$ cat src/rtl/bus_pkg.sv
// Shared encodings for the two-master bus arbiter: FSM states, owner codes and timeout default.
package bus_pkg;

   typedef enum logic [1:0] {
      IDLE = 2'd0,
      OWN1 = 2'd1,
      OWN2 = 2'd2,
      TURN = 2'd3
   } state_t;

   typedef enum logic [1:0] {
      NONE = 2'd0,
      M1   = 2'd1,
      M2   = 2'd2
   } owner_t;

   localparam int DEFAULT_SPLIT_TIMEOUT = 12;

endpackage

$ cat src/rtl/bus_arbiter_if.sv
// Handshake bundle between the two masters, the addressed slave and the bus arbiter.
interface bus_arbiter_if;

   logic       m1_request;
   logic       m2_request;
   logic       bus_busy;
   logic       split;
   logic       split_ready;
   logic       m1_grant;
   logic       m2_grant;
   logic [1:0] bus_owner;
   logic       m1_split;
   logic       m2_split;
   logic       split_timeout;
   logic [1:0] state_out;

   modport master (
      output m1_request, m2_request, bus_busy, split, split_ready,
      input  m1_grant, m2_grant, bus_owner, m1_split, m2_split, split_timeout, state_out
   );

   modport slave (
      input  m1_request, m2_request, bus_busy, split, split_ready,
      output m1_grant, m2_grant, bus_owner, m1_split, m2_split, split_timeout, state_out
   );

endinterface

$ cat src/rtl/bus_arbiter_split_tracker.sv
// Park bookkeeping for split transactions: park flags, park timer, timeout pulse and
// the one-shot priority granted to a master when its park is released.
module split_tracker
   import bus_pkg::*;
#(
   parameter int SPLIT_TIMEOUT = DEFAULT_SPLIT_TIMEOUT,
   parameter int TW            = 4
) (
   input  logic clk,
   input  logic reset,
   input  logic park_m1,
   input  logic park_m2,
   input  logic split_ready,
   input  logic arbitrated,
   output logic m1_split,
   output logic m2_split,
   output logic split_timeout,
   output logic favour_m1,
   output logic favour_m2
);

   localparam logic [TW-1:0] TIMER_LAST = TW'(SPLIT_TIMEOUT - 1);

   logic [TW-1:0] timer;
   logic          parked;
   logic          release_now;
   logic          timeout_hit;

   // split_ready takes precedence over an expiry landing on the same edge
   assign parked      = m1_split | m2_split;
   assign release_now = parked & (split_ready | (timer == TIMER_LAST));
   assign timeout_hit = parked & ~split_ready & (timer == TIMER_LAST);

   always_ff @(posedge clk or negedge reset) begin
      if (!reset) begin
         m1_split      <= 1'b0;
         m2_split      <= 1'b0;
         split_timeout <= 1'b0;
         favour_m1     <= 1'b0;
         favour_m2     <= 1'b0;
         timer         <= '0;
      end else begin
         split_timeout <= timeout_hit;
         if (park_m1 | park_m2) begin
            m1_split <= park_m1;
            m2_split <= park_m2;
            timer    <= '0;
         end else if (release_now) begin
            m1_split <= 1'b0;
            m2_split <= 1'b0;
            timer    <= '0;
         end else if (parked) begin
            timer <= timer + 1'b1;
         end
         // A fresh release outranks clearing by an arbitration on the same edge
         if (release_now) begin
            favour_m1 <= m1_split;
            favour_m2 <= m2_split;
         end else if (arbitrated) begin
            favour_m1 <= 1'b0;
            favour_m2 <= 1'b0;
         end
      end
   end

endmodule

$ cat src/rtl/bus_arbiter.sv
// Two-master bus arbiter with burst hold, turnaround cycle and split parking.
// Optional ARB_ROUND_ROBIN_EN: ties in IDLE go to the master that did not own the bus last.
module bus_arbiter
   import bus_pkg::*;
#(
   parameter int SPLIT_TIMEOUT = DEFAULT_SPLIT_TIMEOUT,
   parameter int TW            = 4
) (
   input logic          clk,
   input logic          reset,
   bus_arbiter_if.slave bus
);

   state_t state;
   state_t next_state;
   owner_t pick;
   owner_t tie_pick;
   logic   park_m1;
   logic   park_m2;
   logic   arbitrated;
   logic   elig1;
   logic   elig2;
   logic   parked;
   logic   favour_m1;
   logic   favour_m2;

   split_tracker #(
      .SPLIT_TIMEOUT(SPLIT_TIMEOUT),
      .TW           (TW)
   ) u_split_tracker (
      .clk          (clk),
      .reset        (reset),
      .park_m1      (park_m1),
      .park_m2      (park_m2),
      .split_ready  (bus.split_ready),
      .arbitrated   (arbitrated),
      .m1_split     (bus.m1_split),
      .m2_split     (bus.m2_split),
      .split_timeout(bus.split_timeout),
      .favour_m1    (favour_m1),
      .favour_m2    (favour_m2)
   );

`ifdef ARB_ROUND_ROBIN_EN
   owner_t last_owner;

   always_ff @(posedge clk or negedge reset) begin
      if (!reset) begin
         last_owner <= M2;
      end else if (arbitrated) begin
         last_owner <= pick;
      end
   end

   assign tie_pick = (last_owner == M1) ? M2 : M1;
`else
   assign tie_pick = M1;
`endif

   assign parked = bus.m1_split | bus.m2_split;
   assign elig1  = bus.m1_request & ~bus.m1_split;
   assign elig2  = bus.m2_request & ~bus.m2_split;

   always_comb begin
      next_state = state;
      pick       = NONE;
      park_m1    = 1'b0;
      park_m2    = 1'b0;
      arbitrated = 1'b0;
      case (state)
         IDLE: begin
            if (favour_m1 && elig1)      pick = M1;
            else if (favour_m2 && elig2) pick = M2;
            else if (elig1 && elig2)     pick = tie_pick;
            else if (elig1)              pick = M1;
            else if (elig2)              pick = M2;
            arbitrated = (pick != NONE);
            if (pick == M1)      next_state = OWN1;
            else if (pick == M2) next_state = OWN2;
         end
         OWN1: begin
            if (bus.split && !parked) begin
               park_m1    = 1'b1;
               next_state = TURN;
            end else if (!bus.m1_request && !bus.bus_busy) begin
               next_state = TURN;
            end
         end
         OWN2: begin
            if (bus.split && !parked) begin
               park_m2    = 1'b1;
               next_state = TURN;
            end else if (!bus.m2_request && !bus.bus_busy) begin
               next_state = TURN;
            end
         end
         default: next_state = IDLE;
      endcase
   end

   // Grants are decoded from the next state so they change on the same edge as the FSM
   always_ff @(posedge clk or negedge reset) begin
      if (!reset) begin
         state         <= IDLE;
         bus.m1_grant  <= 1'b0;
         bus.m2_grant  <= 1'b0;
         bus.bus_owner <= NONE;
      end else begin
         state         <= next_state;
         bus.m1_grant  <= (next_state == OWN1);
         bus.m2_grant  <= (next_state == OWN2);
         bus.bus_owner <= (next_state == OWN1) ? M1 : ((next_state == OWN2) ? M2 : NONE);
      end
   end

   assign bus.state_out = state;

endmodule
$ cat src/flat_wrapper.sv
// flat-port wrapper written by rule: the top's interface ports become plain ports
module bus_arbiter_flat import bus_pkg::*;
#(
   parameter int SPLIT_TIMEOUT = DEFAULT_SPLIT_TIMEOUT,
   parameter int TW            = 4
)
  (clk, reset, bus_m1_request, bus_m2_request, bus_bus_busy, bus_split, bus_split_ready, bus_m1_grant, bus_m2_grant, bus_bus_owner, bus_m1_split, bus_m2_split, bus_split_timeout, bus_state_out);
  bus_arbiter_if bus_i ();
  input logic clk;
  input logic reset;
  input wire logic [$bits(bus_i.m1_request)-1:0] bus_m1_request;
  input wire logic [$bits(bus_i.m2_request)-1:0] bus_m2_request;
  input wire logic [$bits(bus_i.bus_busy)-1:0] bus_bus_busy;
  input wire logic [$bits(bus_i.split)-1:0] bus_split;
  input wire logic [$bits(bus_i.split_ready)-1:0] bus_split_ready;
  output wire logic [$bits(bus_i.m1_grant)-1:0] bus_m1_grant;
  output wire logic [$bits(bus_i.m2_grant)-1:0] bus_m2_grant;
  output wire logic [$bits(bus_i.bus_owner)-1:0] bus_bus_owner;
  output wire logic [$bits(bus_i.m1_split)-1:0] bus_m1_split;
  output wire logic [$bits(bus_i.m2_split)-1:0] bus_m2_split;
  output wire logic [$bits(bus_i.split_timeout)-1:0] bus_split_timeout;
  output wire logic [$bits(bus_i.state_out)-1:0] bus_state_out;
  assign bus_i.m1_request = bus_m1_request;
  assign bus_i.m2_request = bus_m2_request;
  assign bus_i.bus_busy = bus_bus_busy;
  assign bus_i.split = bus_split;
  assign bus_i.split_ready = bus_split_ready;
  assign bus_m1_grant = bus_i.m1_grant;
  assign bus_m2_grant = bus_i.m2_grant;
  assign bus_bus_owner = bus_i.bus_owner;
  assign bus_m1_split = bus_i.m1_split;
  assign bus_m2_split = bus_i.m2_split;
  assign bus_split_timeout = bus_i.split_timeout;
  assign bus_state_out = bus_i.state_out;
  bus_arbiter #(.SPLIT_TIMEOUT(SPLIT_TIMEOUT), .TW(TW)) u_core (.clk(clk), .reset(reset), .bus(bus_i));
endmodule
$ cat config.mk
export PLATFORM = sky130hd
export DESIGN_NAME = bus_arbiter_flat
export DESIGN_NICKNAME = d
export VERILOG_FILES = /design/src/rtl/bus_pkg.sv /design/src/rtl/bus_arbiter_if.sv /design/src/rtl/bus_arbiter_split_tracker.sv /design/src/rtl/bus_arbiter.sv /design/src/flat_wrapper.sv
export SDC_FILE = /design/constraint.sdc
export NUM_CORES = 1
export LEC_CHECK = 0
export ABC_AREA = 1
export ABC_CLOCK_PERIOD_IN_PS = 1100
export CELL_PAD_IN_SITES_DETAIL_PLACEMENT = 2
export CELL_PAD_IN_SITES_GLOBAL_PLACEMENT = 2
export CORE_MARGIN = 2
export CORE_UTILIZATION = 24
export CTS_CLUSTER_SIZE = 30
export DETAILED_ROUTE_END_ITERATION = 8
export MAX_ROUTING_LAYER = met4
export PLACE_DENSITY_LB_ADDON = 0.1
export SETUP_SLACK_MARGIN = 0.4
export SLEW_MARGIN = 20
export SYNTH_ARGS = -nofsm -noshare
export SYNTH_HDL_FRONTEND = slang
export SYNTH_SLANG_ARGS = --single-unit
$ cat constraint.sdc
create_clock -name clk -period 1.1 [get_ports clk]
set_clock_uncertainty 0.1 [all_clocks]
set_input_delay 0.165 -clock clk [delete_from_list [all_inputs] [get_ports clk]]
set_output_delay 0.165 -clock clk [all_outputs]
set_load 0.1 [all_outputs]
**After elaboration in Yosys (flattened, before gate mapping)**

Cells that the tools add are included.

- Register bits after elaboration: 15
- Input port bits: 7
- Output and inout bits: 9
- Word-level logic and storage cells: 72

- Add/subtract/negate cells: 1
- Equality and inequality tests: 7
- Multiplexer cells: 28
- Bitwise logic cells: 11
- Reduce and logical (&&, ||, !) cells: 15

Operators with widths:

| operator | count |
|---|---|
| two-way mux 2 bit | 14 |
| two-way mux 4 bit | 3 |
| two-way mux 1 bit | 10 |
| == test 2 x 1 -> 1 bit (second input constant) | 3 |
| == test 2 bit (second input constant) | 3 |
| logical AND 1 bit | 6 |
| one-hot mux 2 bit (3 select lines) | 1 |
| nonzero test 2 bit | 3 |
| AND 1 bit | 5 |
| adder 4 x 1 -> 4 bit (second input constant) | 1 |
| == test 4 bit (second input constant) | 1 |
| logical NOT 1 bit | 4 |
| inverter 1 bit | 3 |
| bitwise OR 1 bit | 3 |
| nonzero test 3 bit | 1 |
| logical NOT 2 bit | 1 |

**Longest topological paths before layout**

- Depth after elaboration: 15
- Gate-level depth with buffers: 8
- Depth with buffers taken out: 8

**Hierarchy**

Synthesis repeated with hierarchy kept, for this count alone.

- Cell total of the unflattened synthesis: 110
- Area, all modules: 800.8 sq um

Modules (own cells, without submodules):

| module | instances | cells an instance | area an instance (sq um) | sequential area each (sq um) |
|---|---|---|---|---|
| split_tracker | 1 | 58 | 485.5 | 225.2 |
| bus_arbiter | 1 | 52 | 315.3 | 100.1 |

**Worst setup path after synthesis**

Ideal clock, no wire load.

- Path type: register to register
- Start: register u_core.u_split_tracker.m1_split
- End: register u_core.u_split_tracker.timer[1]
- Arrival time: 1609 ps
- Required time: 928 ps
- Setup slack: -680 ps
- Cell stages (with the launch flop): 7
- Clock period less this slack: 1780 ps
- Cells stage by stage: dfrtp_1 nor2_4 nand2_4 nor2_2 nor2_1 nand2_2 nor2_1

- Cells in the longest elaborated chain, start to end: 7

RTL lines:

| element | line | RTL |
|---|---|---|
| start: declaration | bus_arbiter_split_tracker.sv:15 | `output logic m1_split,` |
| start signal: assignment | bus_arbiter_split_tracker.sv:45 | `m1_split <= park_m1;` |
| bitwise OR 1 bit * | bus_arbiter_split_tracker.sv:30, bus_arbiter.sv:60 |  |
| logical NOT 1 bit | bus_arbiter.sv:82, bus_arbiter.sv:90 |  |
| logical AND 1 bit | bus_arbiter.sv:82, bus_arbiter.sv:90 |  |
| two-way mux 1 bit | bus_arbiter.sv:82, bus_arbiter.sv:90 |  |
| two-way mux 1 bit | bus_arbiter.sv:70 | `case (state)` |
| bitwise OR 1 bit | bus_arbiter_split_tracker.sv:44 | `if (park_m1 \| park_m2) begin` |
| nonzero test 3 bit (no line) or two-way mux 4 bit (tied branches) | -- |  |
| end signal: assignment | bus_arbiter_split_tracker.sv:53 | `timer <= timer + 1'b1;` |
| end: declaration | bus_arbiter_split_tracker.sv:24 | `logic [TW-1:0] timer;` |

Every way passes the cells marked *; elsewhere a longest branch is shown, timed or not.
A chain may end at the register's enable or synchronous reset.

**Final worst setup path**

- Start: register u_core.u_split_tracker.m2_split
- End: output port bus_m2_split

RTL lines:

| element | line | RTL |
|---|---|---|
| start: declaration | bus_arbiter_split_tracker.sv:16 | `output logic m2_split,` |
| start signal: assignment | bus_arbiter_split_tracker.sv:46 | `m2_split <= park_m2;` |
| end: declaration | flat_wrapper.sv:20 | `output wire logic [$bits(bus_i.m2_split)-1:0] bus_m2_split;` |

No word-level cell between the ends.

==> impl_metrics.csv <==
group,metric,value,unit
global_route,grt_pass1_vias,798,
synthesis,synth_top_area_share,47.6,%
placement,place_area,0.00106,mm2
cts,ctsHoldBuffers,0,
synthesis,synthXorXnorAreaFrac,3.85,%
layout,drive_gt1_share,50.4,%
critical_path,critPathRequiredTime,830,ps
critical_path,cpLargestDelayFamily,"flip-flops",
critical_path,cp-start-kind,"flop",
synthesis,syn_area,683,um2
synthesis,synth_fa_ha_area_share,1.83,%
run_status,status,"finished with violations",
global_route,grt-busiest-layer,"met2",
placement,dp_hpwl,1.54,mm
floorplanning,start_util,25.0,%
run_status,violations,"setup timing",
sta,fin_crit_sh,124,%
critical_path,crit_type,"flop to output pin",
cts,cts-root-buf,"clkbuf_4",
critical_path,cp_num_buf_inv,2,
synthesis,synth_most_common_cell,"nor2_1",
global_route,grt_use_met1,17.9,%
synthesis,synthArstFlopShare,100,%
synthesis,synth_common_cells,"16 x nor2_1, 15 x nand2_1, 13 x dfrtp_1",
drt,drt_iter0_drc,15,
sta,timing.fmax,0.733,GHz
floorplanning,core,0.00273,mm2
global_route,grtUsageTotal,14.6,%
job,cap_violations,0,
worst_hold_path,hold_path.class,"input port to async pin",
placement,dpl.cell_count,140,
synthesis,syn_nets,92,
synthesis,synth_compound_area_share,3.48,%
synthesis,syn_inst,84,
sta,fin_hold_ws,86.8,ps
drt,vias,681,
global_route,gr-total-overflow,0,
critical_path,path_depth,2,
sta,tightest_slew,220,ps
floorplanning,die_h,57.4,um
cts,cts_buffers,3,
synthesis,synth_flop_cell,"dfrtp_1",
global_route,met3_usage,2.27,%
sta,setup_viol,22,
drt,drt_first_pass_iters,4,
layout,fin_cells,150,
floorplanning,die-area,0.00329,mm2
synthesis,synth_top_family_by_area,"simple AND/OR/NAND/NOR gates",
sta,report.final.slew_viol_count,0,
synthesis,ys_seq_area_share,47.6,%
floorplanning,die-width,57.4,um
drt,antenna_left,0,
critical_path,cpPeakStageDelay,510,ps
synthesis,ys_ff_latch,13,
global_route,antenna_found_initial,0,
global_route,globalRouteMet2Util,23.9,%
cts,clk_path_buf_depth,2,
critical_path,arrival,1100,ps
sta,slew_headroom,85.3,%
layout,area_growth,80.4,%
synthesis,yosysUniqueCellTypes,18,
sta,min_period,1360,ps
critical_path,critical_path.max_fanout,4,
critical_path,endpoint_kind,"output pin",
layout,nets,128,
sta,rsz0062_at_grt,"true",
synthesis,synth_edf_count,0,
placement,gp_congestion,0.738,
sta,hold_viol,0,
drt,drt_wl_total,2.08,mm
critical_path,slowest_stage,"dfrtp_4",
layout,final_area,0.00123,mm2
cts,clock_sinks,13,
synthesis,synthMuxAreaShare,1.47,%
synthesis,synth_warnings,0,
floorplanning,rows,19,
drt,post-route-drc-count,0,
cts,cts_tree,"built",
drt,viasPerCell,4.54,
drt,wl_per_cell,13.9,um
synthesis,avgSynthCellArea,8.13,um2
layout,diodes,0,
cts,h-tree-depth,1,
cts,path_clk_slew,90,ps
synthesis,yosysTopAreaCell,"dfrtp_1",
critical_path,r2r_cells,6,
placement,port_buffers,15,
critical_path,critical_path.cell_chain,"buf_6 -> buf_12",
sta,layout_setup_ws,-264,ps
global_route,grt_max_degree,14,
synthesis,yosys-top-cells-area,"dfrtp_1 48%, nor2_1 8.8%, nand2_1 8.2%",
global_route,grt_first_pass_wirelength,3.57,mm
synthesis,synthSimpleGateAreaFrac,33.0,%
floorplanning,pin_count,16,
cts,clk_latency,280,ps
-- what timing repair did --
item | 4_1_cts | 5_1_grt
resized for setup | 21 | 9
setup buffers | 1 | 5
pin swaps | 8 | 12
endpoints found under the setup margin | 22 | 22
-- registers in the layout (all words and copies together) (netlist names) --
signal	count
u_core.u_split_tracker.m2_split	1
u_core.u_split_tracker.favour_m1	1
u_core.bus.state_out	2
u_core.u_split_tracker.timer	4
u_core.u_split_tracker.favour_m2	1
u_core.u_split_tracker.m1_split	1
u_core.bus.bus_owner	2
u_core.u_split_tracker.split_timeout	1
-- final cells by class --
class                   instances  area (um2)
multi-input cells              57         367
repair buffers                 33         402
fillers                       301        1500
flip-flops and latches         13         352
inverters                      12        47.5
clock buffers                   4        26.3
well taps                      31        38.8
-- worst paths after layout --
kind	startpoint	to	slack (ps)
setup reg to reg	u_core.u_split_tracker.m1_split	u_core.bus.bus_owner[1]	-250
setup / recovery	u_core.u_split_tracker.m2_split	bus_m2_split	-260
min in group clk	bus_split_ready	u_core.u_split_tracker.split_timeout	370
hold / removal	reset	u_core.u_split_tracker.timer[0]	90
max in group asynchronous	reset	u_core.u_split_tracker.split_timeout	630
hold reg to reg	u_core.u_split_tracker.favour_m1	u_core.u_split_tracker.favour_m1	420
-- metrics by stage --
| step | setup WS [ps] | TNS (ps) | utilization (%) |
|---|---|---|---|
| 6_report | -264 | -4370 | 45.1 |
| 4_1_cts | -276 | -4290 | 42.5 |
| 3_5_place_dp | -396 | -3400 | 38.9 |
| 2_1_floorplan | -347 | -3720 | - |
| 5_1_grt | -333 | -5470 | 45.1 |
| 3_3_place_gp | -375 | -3150 | 38.9 |
-- layer usage --
| layer | routed length, um | part of all wire (%) | vias up |
|---|---|---|---|
| li1 | - | - | 328 |
| met5 | 0 | 0 | - |
| met1 | 889 | 43 | 338 |
| met2 | 1100 | 53 | 11 |
| met4 | 34 | 1.6 | 0 |
| met3 | 66 | 3.2 | 4 |
-- kinds of logic after synthesis --
group,after synthesis
and+or+nand+nor,48
adders and majority gates,1
buffers and inverters,14
AOI/OAI and AO/OA,4
muxes,1
DFF,13
xor gates and xnor gates,3
-- layout by cell type (no fill, tap or decap) --
cell / synthesis / routed
o21ai_1: 0 / 2
o21ai_4: 0 / 1
dfrtp_4: 0 / 7
nor2_2: 1 / 4
ha_2: 0 / 1
nand3_1: 9 / 6
inv_1: 12 / 9
nor2_1: 16 / 11
clkbuf_1: 0 / 1
clkdlybuf4s50_1: 0 / 6
nand4_1: 1 / 1
buf_12: 0 / 9
nand2_2: 2 / 4
nand3_2: 0 / 3
clkbuf_4: 0 / 3
inv_4: 0 / 1
a21oi_4: 0 / 1
nand2_1: 15 / 13
buf_4: 2 / 11
buf_6: 0 / 7
mux2i_1: 1 / 1
nor2_4: 1 / 3
nand2_4: 2 / 2
xor2_1: 2 / 2
xnor2_1: 1 / 1
dfrtp_1: 13 / 6
nor3_2: 0 / 1
inv_2: 0 / 2
-- worst reg2reg max path, cell delays in order (launching register included) --
cell and delay, ps:
dfrtp_4 520, nor2_4 210, nand2_4 110, a21oi_4 130, nand2_2 90, nand2_1 60, inv_1 30
Power is not shown: default switching activity piles up to over one toggle a cycle in this logic, so the estimate is an artifact.
==> variant, RTL diff (config.mk and constraints unchanged) <==
Add a define of `ARB_ROUND_ROBIN_EN`.
--- a/src/rtl/bus_arbiter.sv
+++ b/src/rtl/bus_arbiter.sv
@@ -2,2 +2,4 @@
 // Optional ARB_ROUND_ROBIN_EN: ties in IDLE go to the master that did not own the bus last.
+`define ARB_ROUND_ROBIN_EN
+
 module bus_arbiter
Behaviour: not the same (a bounded check fails within 10 cycles, from zero or initial values and one cycle with reset low).
==> variant against the original RTL <==
- setup slack got worse by 25 ps
- fmax shrank 1.8%
- wire length rose by 4.4%
- design area grew 11%
- synthesized area rose by 18%
- non-clock buffer count decreased by 1
- the flow still finishes with violations (negative setup slack)
- critical endpoint is now bus_state_out[1]
- global-route usage decreased by 0.59 points
- sequential cell count increased by 2
- synthesized cell count rose by 11%
- largest cell class is now multi-input gates
==> variant: results (changes against the original RTL) <==
[run_status]
status = complete, but fails checks  ; unchanged
violations = negative setup slack  ; unchanged

[final_layout]
regMostFlops = u_core.u_split_tracker.timer  ; unchanged
drive_gt1_share_pct = 53.5  ; was 50.4%
nNetsFinal = 136  ; was 128
fin_cells = 173  ; was 150
fillCellCount = 369  ; was 301

[setup_path]
r2r_start = u_core.u_split_tracker.m2_split$_DFFE_PN0P_  ; was u_core.u_split_tracker.m1_split$_DFFE_PN0P_
r2r-end = u_core.u_split_tracker.timer[2]$_DFFE_PN0P_  ; was u_core.bus.bus_owner[1]$_DFF_PN0_
cpPeakStageDelay_ps = 530  ; was 510 ps
worstPathArrival_ps = 1120  ; was 1100 ps
rrSetupSlack_ps = -270  ; was -250 ps
startpoint = u_core.bus.state_out[1]$_DFF_PN0_  ; was u_core.u_split_tracker.m2_split$_DFFE_PN0P_
crit_path_end = bus_state_out[1]  ; was bus_m2_split

[global_route]
grt_pass1_wl_um = 3570  ; about the same
track_usage_pct = 14.0  ; was 14.6%
antenna_found_initial = 0  ; unchanged
grt_max_degree = 16  ; was 14
met3_usage_pct = 2.07  ; was 2.27%
grt_pass1_vias = 769  ; was 798
grt_use_met2_pct = 22.2  ; was 23.9%
met1_usage_pct = 16.8  ; was 17.9%

[placement]
gp_congestion = 0.724  ; was 0.738
placed_cell_area_um2 = 1250  ; was 1060 um2
preCtsSetupSlack_ps = -408  ; was -396 ps
dp_hpwl_um = 1770  ; was 1540 um

[clocking]
insertion_delay_ps = 290
clockBufferDepth = 2  ; unchanged
cts.clk_slew.worst_paths_ps = 100

[route]
route.met2.wl_um = 1100  ; about the same
via_per_inst = 4.10  ; was 4.54
firstDrtPassIters = 2  ; was 4
wl_met1_um = 946  ; was 889 um
drt_iter0_drc = 1  ; was 15
wl_met3_um = 78  ; was 66 um
drt-total-wl_um = 2180  ; was 2080 um

[yosys]
syn-num-nets = 101  ; was 92
yosysSeqAreaShare_pct = 46.6  ; was 47.6%
synth_cell_type_count = 22  ; was 18
synth_xor_xnor_area_share_pct = 3.25  ; was 3.85%
synthAdderAreaFrac_pct = 1.55  ; was 1.83%
synth.area.top_cells = dfrtp_1 43%, nand2_1 9.8%, inv_1 6.0%  ; was dfrtp_1 48%, nor2_1 8.8%, nand2_1 8.2%
synth-compound-area-share_pct = 5.57  ; was 3.48%
synthFlopType = dfrtp_1  ; unchanged
synth_cells = 93  ; was 84
synth_mux_area_share_pct = 0  ; was 1.47%
yosys-top-cells-count = 21 x nand2_1, 14 x dfrtp_1, 13 x inv_1  ; was 16 x nor2_1, 15 x nand2_1, 13 x dfrtp_1

[pwr]
intPower_uw = 2170
p_leak_uw = 0.000645

[worst_hold_path]
hp-class = input pin to asynchronous set/reset pin  ; unchanged

[sta]
tns_ps = -4580  ; was -4370 ps
final.setup.worst_slack_ps = -289  ; was -264 ps
setup_viol = 24  ; was 22
relSlewSlack_pct = 88.5  ; was 85.3%
whs_ps = 91.9  ; was 86.8 ps

[variant: cell count changes in the layout (fill, tap and decap cells not counted), moves of 2 or more]
cell,before,now
a21oi_2,0,3
buf_6,7,5
inv_1,9,12
nand2_1,13,17
nand2_4,2,5
nand3_1,6,3
nand3_4,0,2
nor2_1,11,5
[variant: what timing repair did]
| item | in CTS | in global routing |
|---|---|---|
| resized for setup | 16 | 9 |
| setup endpoints to repair | 24 | 24 |
| hold buffers | 0 | 0 |
| buffers inserted | 1 | 0 |
| pin swaps | 3 | 5 |
[variant: logic make-up after synthesis]
group           count (synthesis)
flops                          15
fa+ha+maj                       1
compound gates                  6
xor+xnor                        3
simple gates                   50
buf+inv                        18
[variant: cell type report]
type	instances	area [um2]	share of cell area, %
Clock buffer	4	26.3	1.92
Multi-Input combinational cell	60	417	30.5
Sequential cell	15	403	29.5
Tap cell	46	57.6	4.22
Timing Repair Buffer	32	399	29.2
Inverter	16	62.6	4.58
